## src/rtl/imem_port_arbiter_if.sv

```systemverilog
// Bundle of requester, boot-control and memory-side signals for imem_port_arbiter.
// slave is the arbiter's view; master is the view of whatever drives it (requesters plus memory).
interface imem_port_arbiter_if #(
  parameter int WIDTH_DATA = 32
);
  logic                  f_req;
  logic [WIDTH_DATA-1:0] f_addr;
  logic                  f_gnt;
  logic                  f_rvalid;
  logic [WIDTH_DATA-1:0] f_rdata;
  logic                  f_err;

  logic                  l_req;
  logic                  l_we;
  logic [WIDTH_DATA-1:0] l_addr;
  logic [WIDTH_DATA-1:0] l_wdata;
  logic                  l_gnt;
  logic                  l_rvalid;
  logic [WIDTH_DATA-1:0] l_rdata;
  logic                  l_err;

  logic                  boot_done;
  logic                  running;

  logic [WIDTH_DATA-1:0] m_addr;
  logic                  m_we;
  logic [WIDTH_DATA-1:0] m_wdata;
  logic [WIDTH_DATA-1:0] m_rdata;

  modport slave (
    input  f_req, f_addr, l_req, l_we, l_addr, l_wdata, boot_done, m_rdata,
    output f_gnt, f_rvalid, f_rdata, f_err,
    output l_gnt, l_rvalid, l_rdata, l_err,
    output m_addr, m_we, m_wdata, running
  );

  modport master (
    output f_req, f_addr, l_req, l_we, l_addr, l_wdata, boot_done, m_rdata,
    input  f_gnt, f_rvalid, f_rdata, f_err,
    input  l_gnt, l_rvalid, l_rdata, l_err,
    input  m_addr, m_we, m_wdata, running
  );
endinterface

```

## src/rtl/imem_port_arbiter.sv

```systemverilog
// Shares a single-ported instruction memory between fetch and program loader:
// loader-only during BOOT, round-robin in RUN, with window/alignment checking and registered responses.
module imem_port_arbiter #(
  parameter int                    WIDTH_DATA = 32,
  parameter logic [WIDTH_DATA-1:0] BASE_ADDR  = 32'h6300_0000,
  parameter logic [WIDTH_DATA-1:0] LAST_ADDR  = 32'h6300_00FC
) (
  input  logic                clk,
  input  logic                rst_n,
  imem_port_arbiter_if.slave  bus
);

  typedef enum logic {ST_BOOT = 1'b0, ST_RUN = 1'b1} state_t;
  typedef enum logic {WIN_FETCH = 1'b0, WIN_LOADER = 1'b1} win_t;

  state_t r_state, w_state_nxt;
  win_t   r_last_win, w_last_win_nxt;

  logic w_f_gnt, w_l_gnt;
  logic w_f_legal, w_l_legal;

  logic [WIDTH_DATA-1:0] w_m_addr, w_m_wdata;
  logic                  w_m_we;

  logic                  r_f_rvalid, r_f_err;
  logic [WIDTH_DATA-1:0] r_f_rdata;
  logic                  r_l_rvalid, r_l_err;
  logic [WIDTH_DATA-1:0] r_l_rdata;

  function automatic logic addr_legal(input logic [WIDTH_DATA-1:0] addr);
    return (addr >= BASE_ADDR) && (addr <= LAST_ADDR) && (addr[1:0] == 2'b00);
  endfunction

  assign w_f_legal = addr_legal(bus.f_addr);
  assign w_l_legal = addr_legal(bus.l_addr);

  // Next state and grants. Under contention the requester that did not win last time is served.
  always_comb begin
    // NOTE: every variable gets a default before any branch, so no path can infer a latch.
    w_state_nxt    = r_state;
    w_last_win_nxt = r_last_win;
    w_f_gnt        = 1'b0;
    w_l_gnt        = 1'b0;
    case (r_state)
      ST_BOOT: begin
        w_l_gnt = bus.l_req;
        if (bus.boot_done) w_state_nxt = ST_RUN;
      end
      ST_RUN: begin
        if (bus.f_req && bus.l_req) begin
          if (r_last_win == WIN_LOADER) w_f_gnt = 1'b1;
          else                          w_l_gnt = 1'b1;
        end else begin
          w_f_gnt = bus.f_req;
          w_l_gnt = bus.l_req;
        end
      end
      default: w_state_nxt = ST_BOOT;
    endcase
    if (w_f_gnt)      w_last_win_nxt = WIN_FETCH;
    else if (w_l_gnt) w_last_win_nxt = WIN_LOADER;
  end

  always_ff @(posedge clk) begin
    // NOTE: reset is synchronous, so it only takes effect at a rising edge with rst_n low.
    if (!rst_n) begin
      r_state    <= ST_BOOT;
      r_last_win <= WIN_LOADER;
    end else begin
      r_state    <= w_state_nxt;
      r_last_win <= w_last_win_nxt;
    end
  end

  // Memory port follows the granted requester; illegal writes never reach the array.
  always_comb begin
    w_m_addr  = '0;
    w_m_we    = 1'b0;
    w_m_wdata = '0;
    if (w_f_gnt) begin
      w_m_addr = bus.f_addr;
    end else if (w_l_gnt) begin
      w_m_addr = bus.l_addr;
      w_m_we   = bus.l_we && w_l_legal;
      if (bus.l_we) w_m_wdata = bus.l_wdata;
    end
  end

  always_ff @(posedge clk) begin
    // NOTE: sequential state uses non-blocking assignments so all registers see pre-edge values.
    if (!rst_n) begin
      r_f_rvalid <= 1'b0;
      r_f_err    <= 1'b0;
      r_f_rdata  <= '0;
      r_l_rvalid <= 1'b0;
      r_l_err    <= 1'b0;
      r_l_rdata  <= '0;
    end else begin
      r_f_rvalid <= w_f_gnt;
      r_f_err    <= w_f_gnt && !w_f_legal;
      r_f_rdata  <= (w_f_gnt && w_f_legal) ? bus.m_rdata : '0;
      r_l_rvalid <= w_l_gnt;
      r_l_err    <= w_l_gnt && !w_l_legal;
      r_l_rdata  <= (w_l_gnt && w_l_legal && !bus.l_we) ? bus.m_rdata : '0;
    end
  end

  assign bus.f_gnt    = w_f_gnt;
  assign bus.l_gnt    = w_l_gnt;
  assign bus.m_addr   = w_m_addr;
  assign bus.m_we     = w_m_we;
  assign bus.m_wdata  = w_m_wdata;
  assign bus.running  = (r_state == ST_RUN);
  assign bus.f_rvalid = r_f_rvalid;
  assign bus.f_err    = r_f_err;
  assign bus.f_rdata  = r_f_rdata;
  assign bus.l_rvalid = r_l_rvalid;
  assign bus.l_err    = r_l_err;
  assign bus.l_rdata  = r_l_rdata;

endmodule

```

## src/flat_wrapper.sv

```systemverilog
// flat-port wrapper written by rule: the top's interface ports become plain ports
module imem_port_arbiter_flat 
#(
  parameter int                    WIDTH_DATA = 32,
  parameter logic [WIDTH_DATA-1:0] BASE_ADDR  = 32'h6300_0000,
  parameter logic [WIDTH_DATA-1:0] LAST_ADDR  = 32'h6300_00FC
)
  (clk, rst_n, bus_f_req, bus_f_addr, bus_l_req, bus_l_we, bus_l_addr, bus_l_wdata, bus_boot_done, bus_m_rdata, bus_f_gnt, bus_f_rvalid, bus_f_rdata, bus_f_err, bus_l_gnt, bus_l_rvalid, bus_l_rdata, bus_l_err, bus_m_addr, bus_m_we, bus_m_wdata, bus_running);
  imem_port_arbiter_if #(.WIDTH_DATA(WIDTH_DATA)) bus_i ();
  input  logic clk;
  input  logic rst_n;
  input wire logic [$bits(bus_i.f_req)-1:0] bus_f_req;
  input wire logic [$bits(bus_i.f_addr)-1:0] bus_f_addr;
  input wire logic [$bits(bus_i.l_req)-1:0] bus_l_req;
  input wire logic [$bits(bus_i.l_we)-1:0] bus_l_we;
  input wire logic [$bits(bus_i.l_addr)-1:0] bus_l_addr;
  input wire logic [$bits(bus_i.l_wdata)-1:0] bus_l_wdata;
  input wire logic [$bits(bus_i.boot_done)-1:0] bus_boot_done;
  input wire logic [$bits(bus_i.m_rdata)-1:0] bus_m_rdata;
  output wire logic [$bits(bus_i.f_gnt)-1:0] bus_f_gnt;
  output wire logic [$bits(bus_i.f_rvalid)-1:0] bus_f_rvalid;
  output wire logic [$bits(bus_i.f_rdata)-1:0] bus_f_rdata;
  output wire logic [$bits(bus_i.f_err)-1:0] bus_f_err;
  output wire logic [$bits(bus_i.l_gnt)-1:0] bus_l_gnt;
  output wire logic [$bits(bus_i.l_rvalid)-1:0] bus_l_rvalid;
  output wire logic [$bits(bus_i.l_rdata)-1:0] bus_l_rdata;
  output wire logic [$bits(bus_i.l_err)-1:0] bus_l_err;
  output wire logic [$bits(bus_i.m_addr)-1:0] bus_m_addr;
  output wire logic [$bits(bus_i.m_we)-1:0] bus_m_we;
  output wire logic [$bits(bus_i.m_wdata)-1:0] bus_m_wdata;
  output wire logic [$bits(bus_i.running)-1:0] bus_running;
  assign bus_i.f_req = bus_f_req;
  assign bus_i.f_addr = bus_f_addr;
  assign bus_i.l_req = bus_l_req;
  assign bus_i.l_we = bus_l_we;
  assign bus_i.l_addr = bus_l_addr;
  assign bus_i.l_wdata = bus_l_wdata;
  assign bus_i.boot_done = bus_boot_done;
  assign bus_i.m_rdata = bus_m_rdata;
  assign bus_f_gnt = bus_i.f_gnt;
  assign bus_f_rvalid = bus_i.f_rvalid;
  assign bus_f_rdata = bus_i.f_rdata;
  assign bus_f_err = bus_i.f_err;
  assign bus_l_gnt = bus_i.l_gnt;
  assign bus_l_rvalid = bus_i.l_rvalid;
  assign bus_l_rdata = bus_i.l_rdata;
  assign bus_l_err = bus_i.l_err;
  assign bus_m_addr = bus_i.m_addr;
  assign bus_m_we = bus_i.m_we;
  assign bus_m_wdata = bus_i.m_wdata;
  assign bus_running = bus_i.running;
  imem_port_arbiter #(.WIDTH_DATA(WIDTH_DATA), .BASE_ADDR(BASE_ADDR), .LAST_ADDR(LAST_ADDR)) u_core (.clk(clk), .rst_n(rst_n), .bus(bus_i));
endmodule
```

## config.mk

```make
export PLATFORM = sky130hd
export DESIGN_NAME = imem_port_arbiter_flat
export DESIGN_NICKNAME = d
export VERILOG_FILES = /design/src/rtl/imem_port_arbiter_if.sv /design/src/rtl/imem_port_arbiter.sv /design/src/flat_wrapper.sv
export SDC_FILE = /design/constraint.sdc
export NUM_CORES = 1
export LEC_CHECK = 0
export CORE_MARGIN = 5
export CORE_UTILIZATION = 36
export CTS_CLUSTER_DIAMETER = 200
export DETAILED_ROUTE_END_ITERATION = 8
export MAX_ROUTING_LAYER = met4
export PLACE_DENSITY = 0.86
export RECOVER_POWER = 50
export SYNTH_ARGS = -nofsm -noshare
export SYNTH_HDL_FRONTEND = slang
export SYNTH_SLANG_ARGS = --single-unit
```

## constraint.sdc

```tcl
create_clock -name clk -period 2.8 [get_ports clk]
set_clock_uncertainty 0.15 [all_clocks]
set_input_delay 0.56 -clock clk [delete_from_list [all_inputs] [get_ports clk]]
set_output_delay 0.56 -clock clk [all_outputs]
set_load 0.02 [all_outputs]
```

Word level (Yosys, flattened, before mapping)
Index checks and enable logic that the tools add are counted.
- bits in registers: 70
- bits in latches: 0
- RAM bits: 0
- memory bits (read-only): 0
- input bits: 134
- output and inout bits: 136
- word-level logic and storage cells: 49
- memories kept: 0
- add/sub/neg operators: 0
- $mul: 0
- divide/modulo/power cells: 0
- $lt $le $gt $ge: 4
- equality and inequality tests: 0
- shifts and indexed selects: 0
- multiplexer cells: 17
- bitwise operators: 1
- reductions and logical operators: 19
- operators with widths (cell ; number):
    $mux 32 ; 5
    $ge 32x31->1 const B ; 2
    $le 32x31->1 const B ; 2
    $logic_and 1x1->1 ; 11
    $mux 1 ; 11
    $logic_not 2->1 ; 2
    $reduce_and 2->1 ; 2
    $logic_not 1->1 ; 3
    $pmux 1 s2 ; 1
    $reduce_bool 2->1 ; 1
    $not 1->1 ; 1

Longest topological paths before layout
Gate-level depths: netlist (run 1).
- depth after elaboration: 6
- mapped depth: 5
- mapped depth without buffers: 4

Worst setup path after synthesis (run 1)
OpenSTA, ideal clock, no wires.
- path type: input port to output port
- start: input bus_l_addr[17]
- end: output bus_m_we
- data arrival time: 1.725 ns
- required time: 2.090 ns
- setup slack: 0.365 ns
- cell stages on the path: 4
- buffers on the path: 1
- cells stage by stage: nor4_1 > nand3_2 > buf_6 > nor3_1
- word-level cells in the longest chain between the ends: 6
- elaborated cells on any way between the ends: 7
- those cells by class: order compare: 2; mux: 2; reduce/logical: 3
- RTL lines (element ; line ; RTL):
    start, declared ; flat_wrapper.sv:16 ; input wire logic [$bits(bus_i.l_addr)-1:0] bus_l_addr;
    $ge 32x31->1 or $le 32x31->1 (tied branches) ; imem_port_arbiter.sv:31 ; return (addr >= BASE_ADDR) && (addr <= LAST_ADDR) && (addr[1:0] == 2'b00);
    $logic_and 1x1->1 * (2 in series) ; imem_port_arbiter.sv:31 ;
    $logic_and 1x1->1 * ; imem_port_arbiter.sv:84 ; w_m_we = bus.l_we && w_l_legal;
    $mux 1 * ; imem_port_arbiter.sv:82 ; end else if (w_l_gnt) begin
    $mux 1 * ; imem_port_arbiter.sv:80 ; if (w_f_gnt) begin
    end, declared ; flat_wrapper.sv:29 ; output wire logic [$bits(bus_i.m_we)-1:0] bus_m_we;
Mark *: on every way between the ends. The rest lies on a longest branch, timed or not.

Worst setup path in the final report (run 1)
- start: input bus_f_req
- end: output bus_m_wdata[7]
- word-level cells in the longest chain between the ends: 5
- elaborated cells on any way between the ends: 7
- those cells by class: mux: 6; reduce/logical: 1
- RTL lines (element ; line ; RTL):
    start, declared ; flat_wrapper.sv:12 ; input wire logic [$bits(bus_i.f_req)-1:0] bus_f_req;
    $logic_and 1x1->1 ; imem_port_arbiter.sv:50 ; if (bus.f_req && bus.l_req) begin
    $mux 1 ; imem_port_arbiter.sv:50 ;
    $pmux 1 s2 ; imem_port_arbiter.sv:44 ; case (r_state)
    $mux 32 ; imem_port_arbiter.sv:82 ;
    $mux 32 * ; imem_port_arbiter.sv:80 ;
    end, declared ; flat_wrapper.sv:30 ; output wire logic [$bits(bus_i.m_wdata)-1:0] bus_m_wdata;
Marks and branches as above.

==> impl_metrics.ini, run 1 <==
[run_status]
outcome = finished, final reports clean

[final_layout]
final_common_cell = clkdlybuf4s50_1
n_antenna_cell = 0
nets = 732
layout_common_cells = clkdlybuf4s50_1, dfxtp_1, dlygate4sd3_1
fin_util_pct = 66.5
area_delta_synth_final_pct = 83.1
drive_gt1_share_pct = 22.2
postLayoutCellArea_um2 = 6380
fillers = 774
multi_input_area_um2 = 1640
fin_cells = 736
register_area_um2 = 1400

[drt]
wl_per_cell_um = 19.0
drt-total-wl_mm = 14.0
ant_nets = 0
firstDrtPassIters = 4
first_iter_violations = 131
drc = 0
vias = 3652
viasPerCell = 4.96

[timing]
fin_ws_ps = 39.5
tightest_slew_ps = 967
finalSetupViolCount = 0
setup_tns_ps = 0
hold_violations = 0
fmaxAchievable_mhz = 362
min_period_ps = 2760
slew_headroom_pct = 35.5
rsz0062_at_grt = false
drv_slew = 0
hold_ws_ps = 367
period_share_pct = 98.6

[global_route]
gr-total-overflow = 0
grt_max_degree = 40
grt_usage_pct = 23.4
grt_pass1_vias = 3848
antenna_found_initial = 0
grt_pass1_wl_mm = 20.7

[critical_path]
endpoint_kind = output port
cp_slowest_cell = clkdlybuf4s50_1
crit_arrival_ps = 2050
cp_max_fo = 8
criticalPathCategory = input pin to output port
cp.required_ps = 2090
start_kind = input pin
crit_chain = clkdlybuf4s50_1 > nand3_1 > and2_4 > buf_4 > and3_1 > dlygate4sd2_1
cp_slowest_stage_delay_ps = 480

[clock_network]
cts_tree = done
cts_setup_buffers = 0
cts_buffer_depth = 2
clk_pin_slew_ps = 80
ctsHoldBuffers = 0
cts_sinks = 70
clk_latency_ps = 330
numCtsBuffers = 9
cts_max_level = 3
cts_root_buf = clkbuf_8

[placement]
placed_area_um2 = 6330
dp_hpwl_mm = 10.9
port-buffer-count = 269
place_ws_ps = -386
place_inst = 719
gp_congestion = 0.892

[die]
die_height_um = 108
io_pins = 270
dieArea_um2 = 11800
fp-row-count = 36
core_area_um2 = 9590
die_w_um = 108
initial_core_util_pct = 36.3

[yosys]
synth-compound-area-share_pct = 8.87
synth_fa_ha_area_share_pct = 0
ys_types = 25
synth_xor_area_share_pct = 0
synth.area.mux_share_pct = 0
ys_seq_elements = 70
avgSynthCellArea_um2 = 10.5
synth_top_family_by_area = simple AND/OR/NAND/NOR gates
yosysSeqAreaShare_pct = 40.2
synthCells = 332
synth-simple-area-share_pct = 40.9
synth_fp_nets = 466
netlist_area_um2 = 3490
ys_warn_count = 0

[power]
p_switching_uw = 659
p_sw_share_pct = 26.5
intPower_mw = 1.82
power.leakage_nw = 2.78
power_density_nw_per_um2 = 389
power.clock.fraction_pct = 36.3
total_power_mw = 2.48
comb_power_share_pct = 23.4
vdd_drop_max_mv = 0.258
sequentialPowerShare_pct = 40.3

[run]
cap_violations = 0

[hold_path]
hold_class = register to register
area by class of cell:
class,instances,share of cell area (%)
timing repair buffer,291,44.4
multi-input combinational,192,25.6
sequential,70,22.0
tap,133,2.61
clock buffer,10,2.00
inverter,34,2.00
clock inverter,6,1.47
synth_stat cells (all sizes together):
cell type / number / area (um^2)
inv: 34 / 128
dfxtp: 70 / 1400
and4bb: 2 / 25.0
nor4: 70 / 812
nand2: 1 / 3.75
nor4b: 4 / 77.6
nor3: 1 / 5.00
and3: 32 / 200
nor2: 2 / 7.51
nand3: 6 / 35.0
clkbuf: 11 / 41.3
a22o: 32 / 282
nand4: 2 / 33.8
and2: 3 / 18.8
o21ai: 1 / 5.00
nand2b: 33 / 206
buf: 25 / 181
o21a: 3 / 22.5
path summary, 6_finish.rpt:
check | from | depth (start not counted) | slack, ps | end
min reg2reg | u_core.r_last_win | 2 | 370 | u_core.r_last_win
max reg2reg | u_core.bus.running | 6 | 610 | u_core.bus.f_err
min | u_core.r_last_win | 2 | 370 | u_core.r_last_win
max | bus_f_req | 6 | 40 | bus_m_wdata[7]
per-layer routing:
layer | vias to the layer above | routed length, um | global-route usage, %
met2 | 162 | 7450 | 42.5
met4 | 0 | 522 | 9.29
li1 | 1742 | - | -
met5 | - | 0 | -
met3 | 27 | 849 | 4.90
met1 | 1721 | 5170 | 24.6
kinds of logic (layout without fill, tap and decap cells):
kind of cell           Yosys count  in the layout
AND/OR/NAND/NOR                156            156
flip-flops                      70             70
buffers and inverters           70            341
AO/OA/AOI/OAI                   36             36
what timing repair did:
item | in CTS | in global routing
setup endpoints to repair | 64 | 62
cloned | 0 | 1
resized for setup | 144 | 23
power groups by stage:
| stage | combinational (mW) | sequential [mW] | clock, mW |
|---|---|---|---|
| detailed placement | 0.612 | 1.02 | 0 |
| global route | 0.612 | 1.00 | 0.960 |
| finish | 0.580 | 1.00 | 0.902 |
| floorplan | 0.227 | 1.03 | 0 |
| global placement | 0.603 | 1.02 | 0 |
| CTS | 0.593 | 1.00 | 0.916 |
flip-flops by register name, indices dropped and copies added, names as in the netlist:
register and flops:
u_core.bus.running 1, u_core.bus.f_rdata 32, u_core.bus.f_rvalid 1, u_core.bus.l_rdata 32, u_core.r_last_win 1, u_core.bus.f_err 1, u_core.bus.l_rvalid 1, u_core.bus.l_err 1
worst max-delay path, delay by kind of cell:
family | cells | cell delay (ps)
buffers and inverters | 3 | 1000
and+or+nand+nor | 3 | 500
(Power assumes the default switching activity.)
==> run 2: changes to the inputs <==
--- a/config.mk
+++ b/config.mk
@@ -7,6 +7,7 @@
 export LEC_CHECK = 0
 export CORE_MARGIN = 5
 export CORE_UTILIZATION = 36
+export CTS_BUF_LIST = sky130_fd_sc_hd__clkbuf_4 sky130_fd_sc_hd__clkbuf_8 sky130_fd_sc_hd__clkbuf_16
 export CTS_CLUSTER_DIAMETER = 200
 export DETAILED_ROUTE_END_ITERATION = 8
 export MAX_ROUTING_LAYER = met4
==> impl_metrics.ini, run 2 (same netlist as run 1, synthesis figures left out) <==
[critical_path]
crit_chain = clkdlybuf4s50_1 > nand3_1 > and2_4 > buf_4 > and3_1 > dlygate4sd2_1
criticalPathCategory = input pin to output port
cp_num_cells = 6
cp-endpoint = bus_m_wdata[7]
reg2reg_slack_ps = 610
crit_arrival_ps = 2050
start_kind = input pin
cp.required_ps = 2090
r2r_end = u_core.bus.f_err
endpoint_kind = output port
cp-startpoint = bus_f_req
reg2reg_from = u_core.bus.running
cp_slowest_cell = clkdlybuf4s50_1
path_buf_inv = 3
r2r_cells = 6
cp_slowest_stage_delay_ps = 480
cp_max_fo = 8
crit_family = buffers and inverters

[die]
die_w_um = 108
die_height_um = 108
core_area_um2 = 9590
dieArea_um2 = 11800
initial_core_util_pct = 36.3
fp-row-count = 36
io_pins = 270

[drt]
firstDrtPassIters = 4
wl_per_cell_um = 19.0
viasPerCell = 4.97
ant_nets = 0
drc = 0
vias = 3655
first_iter_violations = 125
drt-total-wl_mm = 14.0

[timing]
hold_violations = 0
fin_ws_ps = 39.2
rsz0062_at_grt = false
tightest_slew_ps = 965
fmaxAchievable_mhz = 362
setup_tns_ps = 0
drv_slew = 0
period_share_pct = 98.6
min_period_ps = 2760
hold_ws_ps = 367
finalSetupViolCount = 0
slew_headroom_pct = 35.7

[global_route]
top_usage_layer = met2
met3_usage_pct = 4.90
antenna_found_initial = 0
gr-total-overflow = 0
grt.met1_usage_pct = 24.6
grt_max_degree = 40
grt_pass1_wl_mm = 20.7
grt_pass1_vias = 3849
grt_usage_pct = 23.4
use_met2_pct = 42.4

[final_layout]
multi_input_area_um2 = 1640
nets = 732
area_delta_synth_final_pct = 83.2
postLayoutCellArea_um2 = 6390
register_area_um2 = 1400
n_antenna_cell = 0
fin_cells = 736
fillers = 773
fin_util_pct = 66.6
layout_common_cells = clkdlybuf4s50_1, dfxtp_1, dlygate4sd3_1
final_common_cell = clkdlybuf4s50_1
drive_gt1_share_pct = 22.4

[placement]
place_ws_ps = -386
port-buffer-count = 269
placed_area_um2 = 6330
dp_hpwl_mm = 10.9
gp_congestion = 0.892
place_inst = 719

[clock_network]
cts_tree = done
cts_buffer_depth = 2
cts_sinks = 70
cts_max_level = 3
cts_root_buf = clkbuf_8
clk_latency_ps = 330
clk_pin_slew_ps = 80
numCtsBuffers = 9

[power]
comb_power_share_pct = 23.3
p_sw_share_pct = 26.4
power.clock.fraction_pct = 36.6
power_density_nw_per_um2 = 390
power.leakage_nw = 2.78
intPower_mw = 1.83
vdd_drop_max_mv = 0.259
sequentialPowerShare_pct = 40.2
p_switching_uw = 659
total_power_mw = 2.49

[run]
cap_violations = 0

[run_status]
outcome = finished, final reports clean

[hold_path]
hold_class = register to register
[run 2: cell types whose count changed in the layout (fill, tap and decap cells not counted)]
cell	delta
clkbuf_4	+1
clkbuf_1	-1
[run 2: metal layers]
| metal | vias to the layer above | wire, um |
|---|---|---|
| met5 | - | 0 |
| met4 | 0 | 522 |
| met3 | 27 | 856 |
| met2 | 166 | 7430 |
| met1 | 1724 | 5190 |
| li1 | 1738 | - |
[run 2: cell type report]
type | count | area share, %
timing repair buffer | 291 | 44.3
multi-input combinational | 192 | 25.6
sequential | 70 | 21.9
tap | 133 | 2.61
clock buffer | 10 | 2.06
inverter | 34 | 2.00
clock inverter | 6 | 1.47
[run 2: worst min path at each step]
stage / from / endpoint / slack (ps) / cells past startpoint
floorplan: u_core.r_last_win / u_core.r_last_win / 320 / 2
global placement: u_core.r_last_win / u_core.r_last_win / 340 / 2
detailed placement: u_core.r_last_win / u_core.r_last_win / 350 / 2
CTS: u_core.r_last_win / u_core.r_last_win / 370 / 2
global route: u_core.r_last_win / u_core.r_last_win / 390 / 2
finish: u_core.r_last_win / u_core.r_last_win / 370 / 2
[run 2: timing repair]
| item | CTS | global route |
|---|---|---|
| setup endpoints to repair | 64 | 62 |
| buffers inserted | 0 | 0 |
| resized for setup | 144 | 23 |
| gates cloned | 0 | 1 |
| pin swaps | 0 | 0 |
| hold buffers | 0 | 0 |
[run 2: worst register-to-register path, stage by stage (launching register included)]
cell,delay [ps]
dfxtp_1,340
and2_1,170
clkbuf_4,130
nand3_1,230
clkbuf_2,800
inv_1,150
o21a_1,150
[run 2: power by group through the flow]
stage / Clock [mW] / Sequential [mW] / Combinational, mW
after floorplan: 0 / 1.03 / 0.227
after global placement: 0 / 1.02 / 0.603
after detailed placement: 0 / 1.02 / 0.612
after CTS: 0.926 / 1.00 / 0.593
after global routing: 0.971 / 1.00 / 0.612
final: 0.911 / 1.00 / 0.580
==> run 3: changes to the inputs <==
--- a/config.mk
+++ b/config.mk
@@ -7,7 +7,6 @@
 export LEC_CHECK = 0
 export CORE_MARGIN = 5
 export CORE_UTILIZATION = 36
-export CTS_BUF_LIST = sky130_fd_sc_hd__clkbuf_4 sky130_fd_sc_hd__clkbuf_8 sky130_fd_sc_hd__clkbuf_16
 export CTS_CLUSTER_DIAMETER = 200
 export DETAILED_ROUTE_END_ITERATION = 8
 export MAX_ROUTING_LAYER = met4
==> results of run 3 <==
Same layout as run 1: the final DEF is identical, and so are final timing and power.
==> variant, RTL diff (flow settings as in run 3) <==
`WIDTH_DATA` is set to 32 in 3 places; all go to 40.
--- a/src/rtl/imem_port_arbiter_if.sv
+++ b/src/rtl/imem_port_arbiter_if.sv
@@ -3,3 +3,3 @@
 interface imem_port_arbiter_if #(
-  parameter int WIDTH_DATA = 32
+  parameter int WIDTH_DATA = 40
 );
--- a/src/rtl/imem_port_arbiter.sv
+++ b/src/rtl/imem_port_arbiter.sv
@@ -3,3 +3,3 @@
 module imem_port_arbiter #(
-  parameter int                    WIDTH_DATA = 32,
+  parameter int                    WIDTH_DATA = 40,
   parameter logic [WIDTH_DATA-1:0] BASE_ADDR  = 32'h6300_0000,
--- a/src/flat_wrapper.sv
+++ b/src/flat_wrapper.sv
@@ -3,3 +3,3 @@
 #(
-  parameter int                    WIDTH_DATA = 32,
+  parameter int                    WIDTH_DATA = 40,
   parameter logic [WIDTH_DATA-1:0] BASE_ADDR  = 32'h6300_0000,
Ports: changed (8 resized); port bits go from 270 to 334. The function was not compared with the original's and may differ.
==> variant against run 3 <==
Via count increased by 49%. Maximum frequency is 1.1% lower. Combinational power is 37% higher. Clock power up 42%. Sequential power rose by 23%. Area after synthesis increased by 40%. Sequential cell count increased by 16. Worst setup slack got worse by 31 ps. Wire length up 56%. Total power rose by 33%. Cell area increased by 31%. Die area rose by 36%. Utilization down 3.6 points. Critical path type unchanged. Critical endpoint is now bus_m_we. Highest routed layer unchanged.
==> variant: results (changes against run 3) <==
| Metric | Value |
|---|---|
| Arr. time, crit path | `2080 ps (+30 ps)` |
| FILL cells | `1100 (+42%)` |
| Detailed placement HPWL | `16200 um (+49%)` |
| Mapped Nets | `642 (+38%)` |
| PortBufs | `333 (+24%)` |
| Routed WL | `21800 um (+56%)` |
| Compound-Gate Fraction of Synth Area | `0.0779 (-0.0107)` |
| Largest net degree at the start of global routing | `71 (+78%)` |
| Outcome | `finished, final reports clean` |
| GPL Wtd Cong | `0.868 (-2.7%)` |
| Mapped Cells | `476 (+43%)` |
| Total track usage | `0.264 (+0.0302)` |
| Layout cell share with drive strength beyond 1 | `0.225 (+0.00281)` |
| Unique masters post-synth | `28 (+12%)` |
| Vias in the first global route | `5497 (+43%)` |
| Pre-antenna DRT Iters | `5 (+1)` |
| Crit-path max cell delay | `460 ps (-20 ps)` |
| Setup Buffers After CTS | `0 (unchanged)` |
| Commonest cells in the netlist | `dfxtp_1 (86), nor4_2 (83), nand4_1 (80), and3_1 (42)` |
| Fin nets | `952 (+30%)` |
| First-pass GRT wire length | `32800 um (+58%)` |
| Max Fanout on Critical Path | `2 (-6)` |
| CP delay by family, top | `simple AND/OR/NAND/NOR gates` |
| Measured slew at the worst slew-check pin | `1430 ps (+458 ps)` |
| DRT iter0 DRCs | `559 (+330%)` |
| Vias | `5441 (+49%)` |
| Main area contributors after synthesis | `dfxtp_1 (35%), nor4_2 (21%), nand4_1 (10%), a22o_1 (7.2%), and3_1 (5.4%)` |
| Clock transition at path regs | `60 ps (-20 ps)` |
| Max rail drop VDD | `0.253 mV (-1.9%)` |
| Syn-to-layout area delta | `71.4%` |
| Placed instance area | `8370 um2 (+32%)` |
| CTS root buf | `clkbuf_16` |
| Sequential area share after synthesis | `0.353 (-0.0494)` |
[variant: routing by layer]
metal	GRT usage	share of wire	up-vias
met1	0.311	0.38	2609
met2	0.455	0.52	307
met4	0.0801	0.031	0
li1	-	-	2482
met5	-	0	-
met3	0.0509	0.076	43
[variant: report_power, final]
| group | internal [mW] | switching (mW) |
|---|---|---|
| registers | 1.23 | 0.00233 |
| clock network | 0.802 | 0.478 |
| logic | 0.411 | 0.385 |
| total | 2.44 | 0.865 |
[variant: cells by family after synthesis]
| group | count (synthesis) |
|---|---|
| and+or+nand+nor | 272 |
| DFF | 86 |
| buffers and inverters | 74 |
| AOI/OAI and AO/OA | 44 |
[variant: area by class of cell]
cell class	instances	area share
Clock buffer	10	0.0286
Clock inverter	6	0.0102
Multi-Input combinational cell	316	0.307
Sequential cell	86	0.206
Tap cell	176	0.0263
Timing Repair Buffer	373	0.423
[variant: stage by stage]
stage	TNS [ps]	hold WS (ps)	setup slack, ps
floorplan	0	343	401
global placement	-23630	355	-726
detailed placement	-24140	385	-708
CTS	-224	402	-114
global route	-21.2	433	-21.2
finish	0	399	8.13
[variant: worst reg2reg max path, cell delays in order, from the launching register on]
cell     delay (ps)
dfxtp_1         390
and2_1          180
buf_4           410
nand4_1         220
nor4_2          280
[variant: path summary, 6_finish.rpt]
kind	start	to	slack, ps	cells after the start
worst max-delay path	bus_l_addr[8]	bus_m_we	8	5
worst min-delay path	u_core.r_last_win$_SDFFE_PN1P_	u_core.r_last_win$_SDFFE_PN1P_	400	2
worst max register to register	u_core.bus.running$_SDFF_PN0_	u_core.bus.f_rdata[9]$_SDFF_PN0_	1070	4
worst min register to register	u_core.r_last_win$_SDFFE_PN1P_	u_core.r_last_win$_SDFFE_PN1P_	400	2
